`src/rtl/kms_event_queue.sv`:
```
// Keyboard/mouse event buffer fed by the HPS toggle-level KMS channel:
// tagged FWFT key FIFO plus saturating mouse delta accumulators with snapshot.
module kms_event_queue #(
  parameter int unsigned KBD_DEPTH = 8
) (
  input  logic       clk_sys,
  input  logic       reset,
  input  logic       kms_level,
  input  logic [1:0] kms_type,
  input  logic [7:0] kms_data,
  input  logic [2:0] mouse_buttons_in,
  output logic       kbd_valid,
  output logic [7:0] kbd_data,
  output logic       kbd_osd,
  input  logic       kbd_ack,
  output logic       kbd_ovf,
  input  logic       mouse_take,
  output logic [7:0] mouse_dx,
  output logic [7:0] mouse_dy,
  output logic [2:0] mouse_btn,
  output logic       mouse_pending
);

  localparam int unsigned AW = $clog2(KBD_DEPTH);
  localparam logic [AW:0]   CNT_FULL = (AW + 1)'(KBD_DEPTH);
  localparam logic [AW:0]   CNT_ONE  = (AW + 1)'(1);
  localparam logic [AW-1:0] PTR_ONE  = (AW)'(1);

  logic          lvl_q;
  logic          armed;
  logic          evt;
  logic          key_evt;
  logic          push;
  logic          pop;
  logic          full;
  logic [8:0]    mem [KBD_DEPTH];
  logic [AW-1:0] wr_ptr;
  logic [AW-1:0] rd_ptr;
  logic [AW:0]   count;
  logic [7:0]    acc_x;
  logic [7:0]    acc_y;
  logic [7:0]    base_x;
  logic [7:0]    base_y;
  logic          x_evt;
  logic          y_evt;

  function automatic logic [7:0] sat_add(input logic [7:0] a, input logic [7:0] d);
    logic [8:0] s;
    s = {a[7], a} + {d[7], d};
    if (s[8] != s[7]) sat_add = s[8] ? 8'h80 : 8'h7f;
    else              sat_add = s[7:0];
  endfunction

  // First edge after reset only samples the level; the source state is unknown.
  always_ff @(posedge clk_sys or posedge reset) begin
    if (reset) begin
      lvl_q <= 1'b0;
      armed <= 1'b0;
    end else begin
      lvl_q <= kms_level;
      armed <= 1'b1;
    end
  end

  assign evt     = armed & (kms_level ^ lvl_q);
  assign key_evt = evt & kms_type[1];
  assign x_evt   = evt & (kms_type == 2'd0);
  assign y_evt   = evt & (kms_type == 2'd1);

  assign kbd_valid = (count != '0);
  assign full      = (count == CNT_FULL);
  assign pop       = kbd_valid & kbd_ack;
  assign push      = key_evt & (~full | pop);
  assign {kbd_osd, kbd_data} = kbd_valid ? mem[rd_ptr] : '0;

  always_ff @(posedge clk_sys) begin
    if (push) mem[wr_ptr] <= {kms_type[0], kms_data};
  end

  always_ff @(posedge clk_sys or posedge reset) begin
    if (reset) begin
      wr_ptr  <= '0;
      rd_ptr  <= '0;
      count   <= '0;
      kbd_ovf <= 1'b0;
    end else begin
      if (push) wr_ptr <= wr_ptr + PTR_ONE;
      if (pop)  rd_ptr <= rd_ptr + PTR_ONE;
      if (push && !pop)      count <= count + CNT_ONE;
      else if (!push && pop) count <= count - CNT_ONE;
      if (key_evt && !push)  kbd_ovf <= 1'b1;
    end
  end

  // A take clears the accumulators first, so a same-cycle delta starts from zero.
  assign base_x = mouse_take ? 8'h00 : acc_x;
  assign base_y = mouse_take ? 8'h00 : acc_y;

  always_ff @(posedge clk_sys or posedge reset) begin
    if (reset) begin
      acc_x     <= '0;
      acc_y     <= '0;
      mouse_dx  <= '0;
      mouse_dy  <= '0;
      mouse_btn <= '0;
    end else begin
      acc_x <= x_evt ? sat_add(base_x, kms_data) : base_x;
      acc_y <= y_evt ? sat_add(base_y, kms_data) : base_y;
      if (mouse_take) begin
        mouse_dx  <= acc_x;
        mouse_dy  <= acc_y;
        mouse_btn <= mouse_buttons_in;
      end
    end
  end

  assign mouse_pending = (acc_x != '0) | (acc_y != '0);

endmodule
```
`config.mk`:
```
export PLATFORM = sky130hd
export DESIGN_NAME = kms_event_queue
export DESIGN_NICKNAME = d
export VERILOG_FILES = /design/src/rtl/kms_event_queue.sv
export SDC_FILE = /design/constraint.sdc
export NUM_CORES = 1
export LEC_CHECK = 0
export ABC_CLOCK_PERIOD_IN_PS = 2500
export BUFFER_PORTS_ARGS = -buffer_cell sky130_fd_sc_hd__buf_4
export CAP_MARGIN = 40
export CORE_UTILIZATION = 23
export CTS_CLUSTER_SIZE = 24
export DETAILED_ROUTE_END_ITERATION = 10
export GPL_ROUTABILITY_DRIVEN = 0
export PLACE_DENSITY = 0.51
export SYNTH_ARGS = -nofsm -noshare
export SYNTH_HDL_FRONTEND = slang
export SYNTH_SLANG_ARGS = --single-unit
```
`constraint.sdc`:
```
create_clock -name clk_sys -period 2.5 [get_ports clk_sys]
set_clock_uncertainty 0.05 [all_clocks]
set_input_delay 0.125 -clock clk_sys [delete_from_list [all_inputs] [get_ports clk_sys]]
set_output_delay 0.125 -clock clk_sys [all_outputs]
set_load 0.02 [all_outputs]
```
# Word level (Yosys, flattened, before mapping)
# Memories as Yosys holds them, arrays and structs flattened.
# Index checks and enable logic that the tools add are counted.
# totals
reg_bits	48
ram_bits	72
input_bits	18
out_inout_bits	31
elab_cells	55
mem_count	1
# memory_table
name	depth	word_bits	rd	rd_ports_with_merged_regs	write_ports	line	rtl
mem	8	9	1	0	1	36	logic [8:0] mem [KBD_DEPTH];
# op_classes
addsub	6
n_eq_ne	4
mux	13
bitwise	10
n_reduce_logical	10
# op_table
operator	n
8-bit 2-to-1 mux	8
8-bit by 8-bit adder with 9-bit output	2
8-bit nonzero test	2
9-bit 2-to-1 mux	1
4-bit 2-to-1 mux	2
3-bit by 1-bit adder with 3-bit output, second input constant	2
1-bit bitwise AND	6
4-bit by 1-bit adder with 4-bit output, second input constant	1
4-bit equality test, second input constant	1
4-bit nonzero test	1
4-bit by 1-bit subtractor with 4-bit output, second input constant	1
1-bit logical AND	3
2-bit by 1-bit equality test with 1-bit output, second input constant	1
1-bit logical NOT	2
2-bit logical NOT	1
1-bit 2-to-1 mux	2
1-bit inequality test	2
1-bit bitwise OR	2
2-bit nonzero test	1
1-bit NOT	1
1-bit bitwise XOR	1

# Logic depth before layout (Yosys ltp)
# Gate-level depths: netlist of the first run.
# logic_depth
ltp_word	8
ltp_mapped	12
ltp_nobuf	12

# Least setup slack after synthesis of the first run
# Ideal clock, no wire load.
# synth_timing
path_type	register -> register
startpoint	reg count[3]
endpoint	reg count[3]
setup_ns	0.126
arrival_time_ns	2.431
required_ns	2.324
setup_slack_ns	-0.107
path_stages_with_launch	12
synth_period_minus_slack_ns	2.607
cell_sequence	dfrtp_1 > nor4_4 > inv_1 > nand2_1 > ha_1 > inv_1 > ha_1 > a21o_1 > a21oi_1 > xnor2_1 > nor2_1 > xor2_1
# synth_via
elab_chain_cells	7
# synth_lines
element	line	rtl
start, declared	39	logic [AW:0] count;
start signal, assigned	89	if (push && !pop) count <= count + CNT_ONE;
start signal, assigned	90	else if (!push && pop) count <= count - CNT_ONE;
4-bit nonzero test (*)	70	assign kbd_valid = (count != '0);
via kbd_valid	12	output logic kbd_valid,
1-bit bitwise AND (*)	72	assign pop = kbd_valid & kbd_ack;
1-bit bitwise OR	73	assign push = key_evt & (~full | pop);
1-bit bitwise AND	73	
1-bit logical NOT	90	
1-bit logical AND	90	
2-bit nonzero test (no source line)	-	
# Mark *: on every way through the listed nets, which the timed path passes. The rest lies on a longest branch. The select of a mux whose other input is x is not followed.
# A chain may end at the register's enable or synchronous reset.

# Final worst setup path of the first run
# layout_timing
startpoint	reg acc_y[0]
endpoint	reg acc_y[1]
# layout_via
elab_chain_cells	5
# layout_lines
element	line	rtl
start, declared	41	logic [7:0] acc_y;
start signal, assigned	108	acc_y <= y_evt ? sat_add(base_y, kms_data) : base_y;
8-bit 2-to-1 mux (*)	97	assign base_y = mouse_take ? 8'h00 : acc_y;
8-bit by 8-bit adder with 9-bit output (*)	49	s = {a[7], a} + {d[7], d};
8-bit 2-to-1 mux / 1-bit inequality test (equally long branches)	50	if (s[8] != s[7]) sat_add = s[8] ? 8'h80 : 8'h7f;
8-bit 2-to-1 mux (*)	50	
8-bit 2-to-1 mux (*)	108	
# Mark *: on every way between the ends. The rest lies on a longest branch, timed or not.

==> flow_summary.toml, run 1 <==
[worst_setup_path]
cp-start-kind = "flop"
cpMaxStageDelayCell = "fa_1"
worstSetupPathType = "reg -> reg"
reg2reg_to = "acc_y[1]$_DFF_PP0_"
crit_path_frequent_cell = "o21ai_0"
r2r_setup_slack_ps = 150
max_stage_delay_ps = 400
cp_max_fo = 7
crit_end = "acc_y[1]$_DFF_PP0_"
critPathLaunch = "acc_y[0]$_DFF_PP0_"
r2r_start = "acc_y[0]$_DFF_PP0_"
end_kind = "flop"
cp.required_ps = 2780
crit_arrival_ps = 2630
r2r_cells = 11
crit_chain = "nor2b_1 -> ha_2 -> inv_1 -> fa_1 -> nand2b_4 -> a211oi_2 -> o21ai_1 -> mux2i_2 -> buf_4 -> o21ai_0 -> o21ai_0"

[synthesis]
seq_area_frac_synth_pct = 60.3
ys.flop_type = "edfxtp_1"
synth_nets = 437
synth_cells = 395
synth_warnings = 0
synth_edf_count = 72
async_flop_share_pct = 40.0
syn_area_per_cell_um2 = 14.1
ys_types = 42
syn_area_um2 = 5580
ys_ff_latch = 120

[route]
wirelength_mm = 12.4
route.vias.total = 3522
drt-initial-drc-count = 207
drt_pass1_iterations = 4
viasPerCell = 4.27
drc = 0
routedWlPerCell_um = 15.1
ant_nets = 0

[global_route]
grt_pass1_vias = 3646
grt_usage_pct = 10.9
grtUsageMet1_pct = 14.0
grt_max_degree = 49
met3_usage_pct = 3.61
antenna_found_initial = 0
use_met2_pct = 16.9
grt_busiest_layer = "met2"
gr-total-overflow = 0
grt_first_pass_wirelength_mm = 19.8

[cells_and_area]
final_nets = 536
layout_commonest_cell = "buf_4"
antenna_cells = 0
ff_latch_area_um2 = 3370
final_cells = 825
final_cell_mix = "buf_4, edfxtp_1, dfrtp_1, nand2_1, nor2_1"
layout-drive-gt1-share_pct = 32.2
final_core_util_pct = 30.8
multi_input_comb_area_um2 = 2180
fill_cells = 2389
syn2layout_area_growth_pct = 30.2

[cts]
cts_buffer_depth = 2
clock-sinks = 120
clkLatencyLatePin_ps = 410
cts_root_buffer = "clkbuf_16"
clk_pin_slew_ps = 50
htreeDepth = 4
cts_made_buffers = 17
cts_tree = "done"

[placed_design]
dp_cells = 775
dp_hpwl_mm = 8.43
port-buffer-count = 48

[floorplan]
rows = 56
core_area_um2 = 23600
start_util_pct = 23.6
die_height_um = 158
io_pins = 49
die_area_um2 = 24900
die-width_um = 158

[timing]
slew_viol_final = 0
fin_crit_sh_pct = 94.0
rsz0062_at_grt = "true"
setup_violations = 0
hold_slack_ps = 174
slew_headroom_pct = 58.2
tightestPinTransition_ps = 627
period_minus_slack_ps = 2350
final_hold_viol_count = 0
fmax_mhz = 425

[min_path]
hold_depth = 3
hold_class = "in -> reg"

[power_and_ir_drop]
ir_drop_mv = 0.551
p_leak_nw = 2.97
powerDensity_nw_per_um2 = 917

[status]
status = "completed"

[flow_run]
cap_violations = 0
[Yosys cell counts (all sizes together) (5+ instances only)]
library cell	n	share of area [%]
dfrtp	48	22
nand2b	11	1.2
a2bb2oi	7	1.1
inv	13	0.87
mux4	18	7.3
xnor2	15	2.4
nor3	5	0.45
o21ai	17	1.5
nand2	33	2.2
nor2b	15	1.7
a21o	8	1.1
mux2i	11	2.0
ha	21	4.7
nor4	5	0.83
mux2	21	4.2
nor2	25	1.7
buf	6	0.52
edfxtp	72	39
a21oi	10	0.90
[final cells by class]
cell class	instances	share of cell area [%]
flip-flops and latches	120	46.3
repair buffers	90	9.85
inverters	13	0.672
clock inverters	14	1.81
multi-input cells	252	30.0
well taps	319	5.49
clock buffers	17	5.86
[state kept, by name (all words and copies together) (netlist names)]
name       flops
mouse_dx       8
armed          1
mouse_btn      3
wr_ptr         3
acc_x          8
lvl_q          1
mouse_dy       8
count          4
kbd_ovf        1
rd_ptr         3
acc_y          8
mem           72
[routing by layer]
layer / vias up / share of wire [%]
li1: 1676 / -
met1: 1745 / 47
met2: 85 / 47
met3: 16 / 4.7
met4: 0 / 1.3
met5: - / 0
[critical path, delay by kind of cell, from the launching register on]
| family | cells | cell delay (ps) |
|---|---|---|
| mux | 1 | 160 |
| simple gates | 2 | 330 |
| compound gates | 4 | 520 |
| fa+ha+maj | 2 | 620 |
| flops | 1 | 370 |
| buf+inv | 2 | 230 |
[report_power, final]
part           internal, W  total [W]  switching [W]
Combinational     0.000935    0.00188       0.000948
Clock              0.00144    0.00230       0.000855
Sequential         0.00229    0.00248       0.000192
[worst min path at each step]
stage	start	to	slack [ps]
finish	mouse_take	acc_x[7]$_DFF_PP0_	170
detailed placement	kms_level	lvl_q$_DFF_PP0_	210
global placement	kms_level	lvl_q$_DFF_PP0_	210
CTS	mouse_take	acc_x[7]$_DFF_PP0_	160
global route	mouse_take	acc_x[7]$_DFF_PP0_	200
floorplan	kms_level	lvl_q$_DFF_PP0_	110
[metrics by stage]
| stage | total power (W) | setup TNS (ps) | setup WS, ps | instance area, um2 |
|---|---|---|---|---|
| finish | 0.00666 | 0 | 149 | 7260 |
| global route | 0.00702 | -63.2 | -29.0 | 7260 |
| CTS | 0.00673 | 0 | 94.9 | 7210 |
| detailed placement | 0.00438 | -126 | -39.5 | 6480 |
| global placement | 0.00433 | 0 | 52.3 | 6480 |
| floorplan | 0.00372 | 0 | 16.9 | 5590 |
[cells by family (layout without fill, tap and decap cells)]
kind of cell,after synthesis,after routing,synth area share (%)
xor+xnor,18,18,2.82
other cells,1,1,0.0672
fa+ha+maj,24,24,5.78
compound gates,56,56,6.81
buf+inv,23,134,1.68
simple gates,103,103,9.10
mux,50,50,13.5
flops,120,120,60.3
[what timing repair did]
item,CTS,global route
setup endpoints to repair,7,15
hold buffers,16,0
resized for setup,1,14
buffers inserted,1,2
pin swaps,0,2
hold endpoints to repair,127,0
Note: power is estimated with default switching activity, not from simulation.
==> run 2, diff against run 1 <==
Settings changed: CELL_PAD_IN_SITES_DETAIL_PLACEMENT from default to 2, CELL_PAD_IN_SITES_GLOBAL_PLACEMENT from default to 2, CORE_MARGIN from default to 2, CTS_CLUSTER_SIZE 24 to default, PLACE_DENSITY 0.51 to 0.62.
==> flow_summary.toml, run 2 (synthesis gave the netlist of run 1 again) <==
[worst_setup_path]
cpMaxStageDelayCell = "a2111o_1"
max_stage_delay_ps = 440
r2r_cells = 10
reg2reg_to = "acc_y[6]$_DFF_PP0_"
cp-start-kind = "flop"
r2r_setup_slack_ps = 100
r2r_start = "acc_y[5]$_DFF_PP0_"
crit_arrival_ps = 2650
crit_end = "acc_y[6]$_DFF_PP0_"
worstSetupPathType = "reg -> reg"
end_kind = "flop"
crit_chain = "nand2b_1 -> inv_1 -> ha_1 -> a21o_1 -> a2111o_1 -> o21ai_0 -> mux2i_1 -> buf_4 -> o21ai_1 -> nand2_1"
critPathLaunch = "acc_y[5]$_DFF_PP0_"
cp.required_ps = 2750
cp_max_fo = 7

[cts]
cts_made_buffers = 17
htreeDepth = 4
clock-sinks = 120
clk_pin_slew_ps = 60
cts_root_buffer = "clkbuf_16"
cts_buffer_depth = 2
cts_tree = "done"
clkLatencyLatePin_ps = 420

[placed_design]
port-buffer-count = 48
dp_hpwl_mm = 10.4

[floorplan]
start_util_pct = 23.2
rows = 57
die_area_um2 = 25500
io_pins = 49
die_height_um = 160
core_area_um2 = 24100
die-width_um = 160

[route]
viasPerCell = 4.35
ant_nets = 0
wl_met3_um = 460
drc = 0
routedWlPerCell_um = 18.0
met1_length_mm = 6.91
route.vias.total = 3625
wirelength_mm = 15.0
top_layer = "met4"
dr_wl_met2_mm = 7.54
drt_pass1_iterations = 4
drt-initial-drc-count = 145

[power_and_ir_drop]
p_total_w = 0.00695
p_leak_nw = 3.02
ir_drop_mv = 0.437
powerDensity_nw_per_um2 = 939

[cells_and_area]
regMostFlops = "mem"
final_nets = 539
layout_commonest_cell = "buf_4"
layout-drive-gt1-share_pct = 34.9
antenna_cells = 0
largest_reg_flops = 72
syn2layout_area_growth_pct = 32.5
final_cell_mix = "buf_4, edfxtp_1, dfrtp_1, nand2_1, nor2_1"

[min_path]
hold_class = "in -> reg"

[flow_run]
cap_violations = 0

[global_route]
grt_max_degree = 33
grt_first_pass_wirelength_mm = 24.2
grt_pass1_vias = 4163
grt_usage_pct = 12.4
antenna_found_initial = 0
gr-total-overflow = 0

[timing]
rsz0062_at_grt = "true"
slew_viol_final = 0
fmax_mhz = 417
final_hold_viol_count = 0
fin_crit_sh_pct = 95.9
period_minus_slack_ps = 2400
hold_slack_ps = 108
tightestPinTransition_ps = 602
setup_violations = 0
slew_headroom_pct = 59.9

[status]
status = "completed"
==> run 2: cell count changes in the layout (fill, tap and decap cells not counted), sizes merged <==
cell / before / now
clkinvlp: 3 / 2
buf: 74 / 77
inv: 15 / 19
clkinv: 7 / 5
==> run 2: cell type report <==
cell class | count | area (um2)
Tap cell | 324 | 405
Multi-Input combinational cell | 252 | 2220
Fill cell | 2582 | 16700
Clock inverter | 15 | 169
Inverter | 13 | 48.8
Clock buffer | 17 | 425
Timing Repair Buffer | 93 | 763
Sequential cell | 120 | 3370
==> run 2: power by group <==
part / internal, W / switching (W) / total (W)
combinational: 0.000981 / 0.000968 / 0.00195
clock: 0.00149 / 0.000989 / 0.00248
sequential: 0.00229 / 0.000227 / 0.00252
total: 0.00476 / 0.00218 / 0.00695
==> run 2: per-stage QoR <==
| step | worst slack (ps) | cell area [um2] | util (%) | setup TNS, ps | cells |
|---|---|---|---|---|---|
| floorplan | 16.9 | 5590 | - | 0 | 395 |
| global placement | 41.2 | 6500 | 27.0 | 0 | 779 |
| detailed placement | 8.70 | 6500 | 27.0 | 0 | 779 |
| CTS | 0.0373 | 7270 | 30.1 | 0 | 827 |
| global route | -25.6 | 7400 | 30.7 | -58.1 | 834 |
| finish | 103 | 7400 | 30.7 | 0 | 834 |
==> run 2: timing repair <==
item / in CTS / in global routing
pin swaps: 0 / 8
endpoints found under the setup margin: 2 / 15
endpoints found under the hold margin: 95 / 0
setup buffers: 0 / 7
gates resized for setup: 2 / 24
hold buffers: 16 / 0
==> run 2: worst min-delay path by stage <==
stage / startpoint / to / slack (ps) / depth (start not counted)
floorplan: kms_level / lvl_q$_DFF_PP0_ / 110 / 0
global placement: reset / mouse_btn[1]$_DFFE_PP0P_ / 100 / 2
detailed placement: reset / mouse_btn[2]$_DFFE_PP0P_ / 110 / 2
CTS: mouse_take / mouse_dy[7]$_DFFE_PP0P_ / 100 / 2
global route: mouse_take / mouse_dy[7]$_DFFE_PP0P_ / 120 / 2
finish: mouse_take / mouse_dx[1]$_DFFE_PP0P_ / 110 / 2
==> run 2: per-layer routing <==
metal / vias up / track usage [%]
li1: 1670 / -
met1: 1893 / 16.2
met2: 52 / 20.4
met3: 10 / 3.69
met4: 0 / 2.95
met5: - / 0
==> run 2: critical path: cells and delay by family (launching register included) <==
family	cells	cell delay, ps
AOI/OAI and AO/OA	4	970
adders and majority gates	1	290
buffers and inverters	2	240
muxes	1	100
and+or+nand+nor	2	210
DFF	1	420
==> run 3, diff against run 2 <==
Settings changed: PLACE_DENSITY 0.62 to default, PLACE_DENSITY_LB_ADDON from default to 0.1.
==> flow_summary.toml, run 3 (synthesis gave the netlist of run 1 again) <==
[status]
status = "completed"

[cts]
clkLatencyLatePin_ps = 430
cts_tree = "done"
cts_made_buffers = 17
htreeDepth = 4
cts_root_buffer = "clkbuf_16"
cts_buffer_depth = 2
clk_pin_slew_ps = 60
clock-sinks = 120

[power_and_ir_drop]
p_leak_nw = 3.08
p_total_w = 0.00692
pwr-share-clk_pct = 36.0
sequentialPowerShare_pct = 36.1
p_sw_w = 0.00217
powerDensity_nw_per_um2 = 927
ir_drop_mv = 0.398
p_sw_share_pct = 31.4
p_int_w = 0.00475
combPwrFrac_pct = 27.9

[timing]
fin_crit_sh_pct = 94.7
hold_slack_ps = 38.5
tightestPinTransition_ps = 715
final_hold_viol_count = 0
fin_setup_tns_ps = 0
setup_violations = 0
slew_headroom_pct = 52.3
fmax_mhz = 422
period_minus_slack_ps = 2370
slew_viol_final = 0

[worst_setup_path]
cp_max_fo = 4
crit_arrival_ps = 2620
worstSetupPathType = "reg -> reg"
cp.required_ps = 2750
cp-start-kind = "flop"
end_kind = "flop"

[route]
ant_nets = 0
route.vias.total = 3658
wirelength_mm = 15.3
drc = 0
viasPerCell = 4.32
drt-initial-drc-count = 149
drt_pass1_iterations = 4
routedWlPerCell_um = 18.0

[floorplan]
die_height_um = 160
core_area_um2 = 24100
start_util_pct = 23.2
die-width_um = 160
die_area_um2 = 25500
io_pins = 49
rows = 57

[cells_and_area]
final_cells = 847
antenna_cells = 0
largest_reg_flops = 72
final_core_util_pct = 30.9
final_nets = 552
layout_commonest_cell = "buf_4"
regMostFlops = "mem"
syn2layout_area_growth_pct = 33.6
final_cell_mix = "buf_4, edfxtp_1, dfrtp_1, nand2_1, nor2_1"
layout-drive-gt1-share_pct = 35.6

[global_route]
gr-total-overflow = 0
antenna_found_initial = 0
grt_pass1_vias = 4294
grtUsageMet1_pct = 16.1
grt_busiest_layer = "met2"
use_met2_pct = 21.7
grt_first_pass_wirelength_mm = 24.5
grt_max_degree = 30
grt_usage_pct = 12.8
met3_usage_pct = 2.62

[placed_design]
port-buffer-count = 48
dp_hpwl_mm = 10.8
dp_cells = 795

[flow_run]
cap_violations = 0

[min_path]
hold_class = "in -> reg"
==> run 3: changes by cell type in the layout (fill, tap and decap cells not counted), sizes merged <==
cell	delta
clkinvlp	+1
inv	+1
clkbuf	+1
clkinv	-3
buf	+13
==> run 3: layout make-up <==
cell class | count | area, um2
fillers | 2608 | 16600
flip-flops and latches | 120 | 3370
multi-input cells | 252 | 2200
repair buffers | 106 | 848
clock buffers | 18 | 429
well taps | 324 | 405
clock inverters | 14 | 160
inverters | 13 | 48.8
==> run 3: per-layer routing <==
| metal | part of all wire (%) | routed length (um) |
|---|---|---|
| met2 | 50 | 7590 |
| met3 | 2.4 | 362 |
| met1 | 46 | 7070 |
| met5 | 0 | 0 |
| met4 | 1.5 | 233 |
==> run 3: critical path: stages (launching register included) <==
cell      delay, ps
dfrtp_2         440
nor3_1          200
nand3b_1        150
nand2b_1        120
inv_1            60
ha_2            190
inv_1           110
ha_1            240
a21o_1          180
a21oi_2         150
xnor2_1         140
nor2_1           70
xor2_1          140
==> run 3: power by group through the flow <==
stage	sequential, W	combinational, W	clock [W]
3_5_place_dp	0.00254	0.00193	0
4_1_cts	0.00250	0.00195	0.00257
6_report	0.00249	0.00193	0.00249
5_1_grt	0.00252	0.00214	0.00267
2_1_floorplan	0.00248	0.00124	0
3_3_place_gp	0.00253	0.00189	0
==> run 3: what timing repair did <==
action | in CTS | in global routing
buffers inserted | 0 | 4
hold endpoints to repair | 127 | 0
endpoints found under the setup margin | 0 | 16
resized for setup | 0 | 23
hold buffers | 16 | 0
==> run 3: through the flow <==
step,instance area [um2],worst slack (ps)
2_1_floorplan,5590,16.9
3_5_place_dp,6610,22.8
5_1_grt,7460,-7.29
6_report,7460,132
3_3_place_gp,6610,58.3
4_1_cts,7360,16.6
==> run 3: path summary, 6_finish.rpt <==
path,startpoint,end,slack (ps),cells after the start
hold / removal,mouse_take,mouse_dy[1]$_DFFE_PP0P_,40,2
max in group asynchronous,reset,acc_x[1]$_DFF_PP0_,1600,4
setup reg to reg,count[2]$_DFFE_PP0P_,count[3]$_DFFE_PP0P_,130,12
hold reg to reg,kbd_ovf$_DFFE_PP0P_,kbd_ovf$_DFFE_PP0P_,430,1
setup / recovery,count[2]$_DFFE_PP0P_,count[3]$_DFFE_PP0P_,130,12
min in group asynchronous,reset,acc_x[3]$_DFF_PP0_,140,3
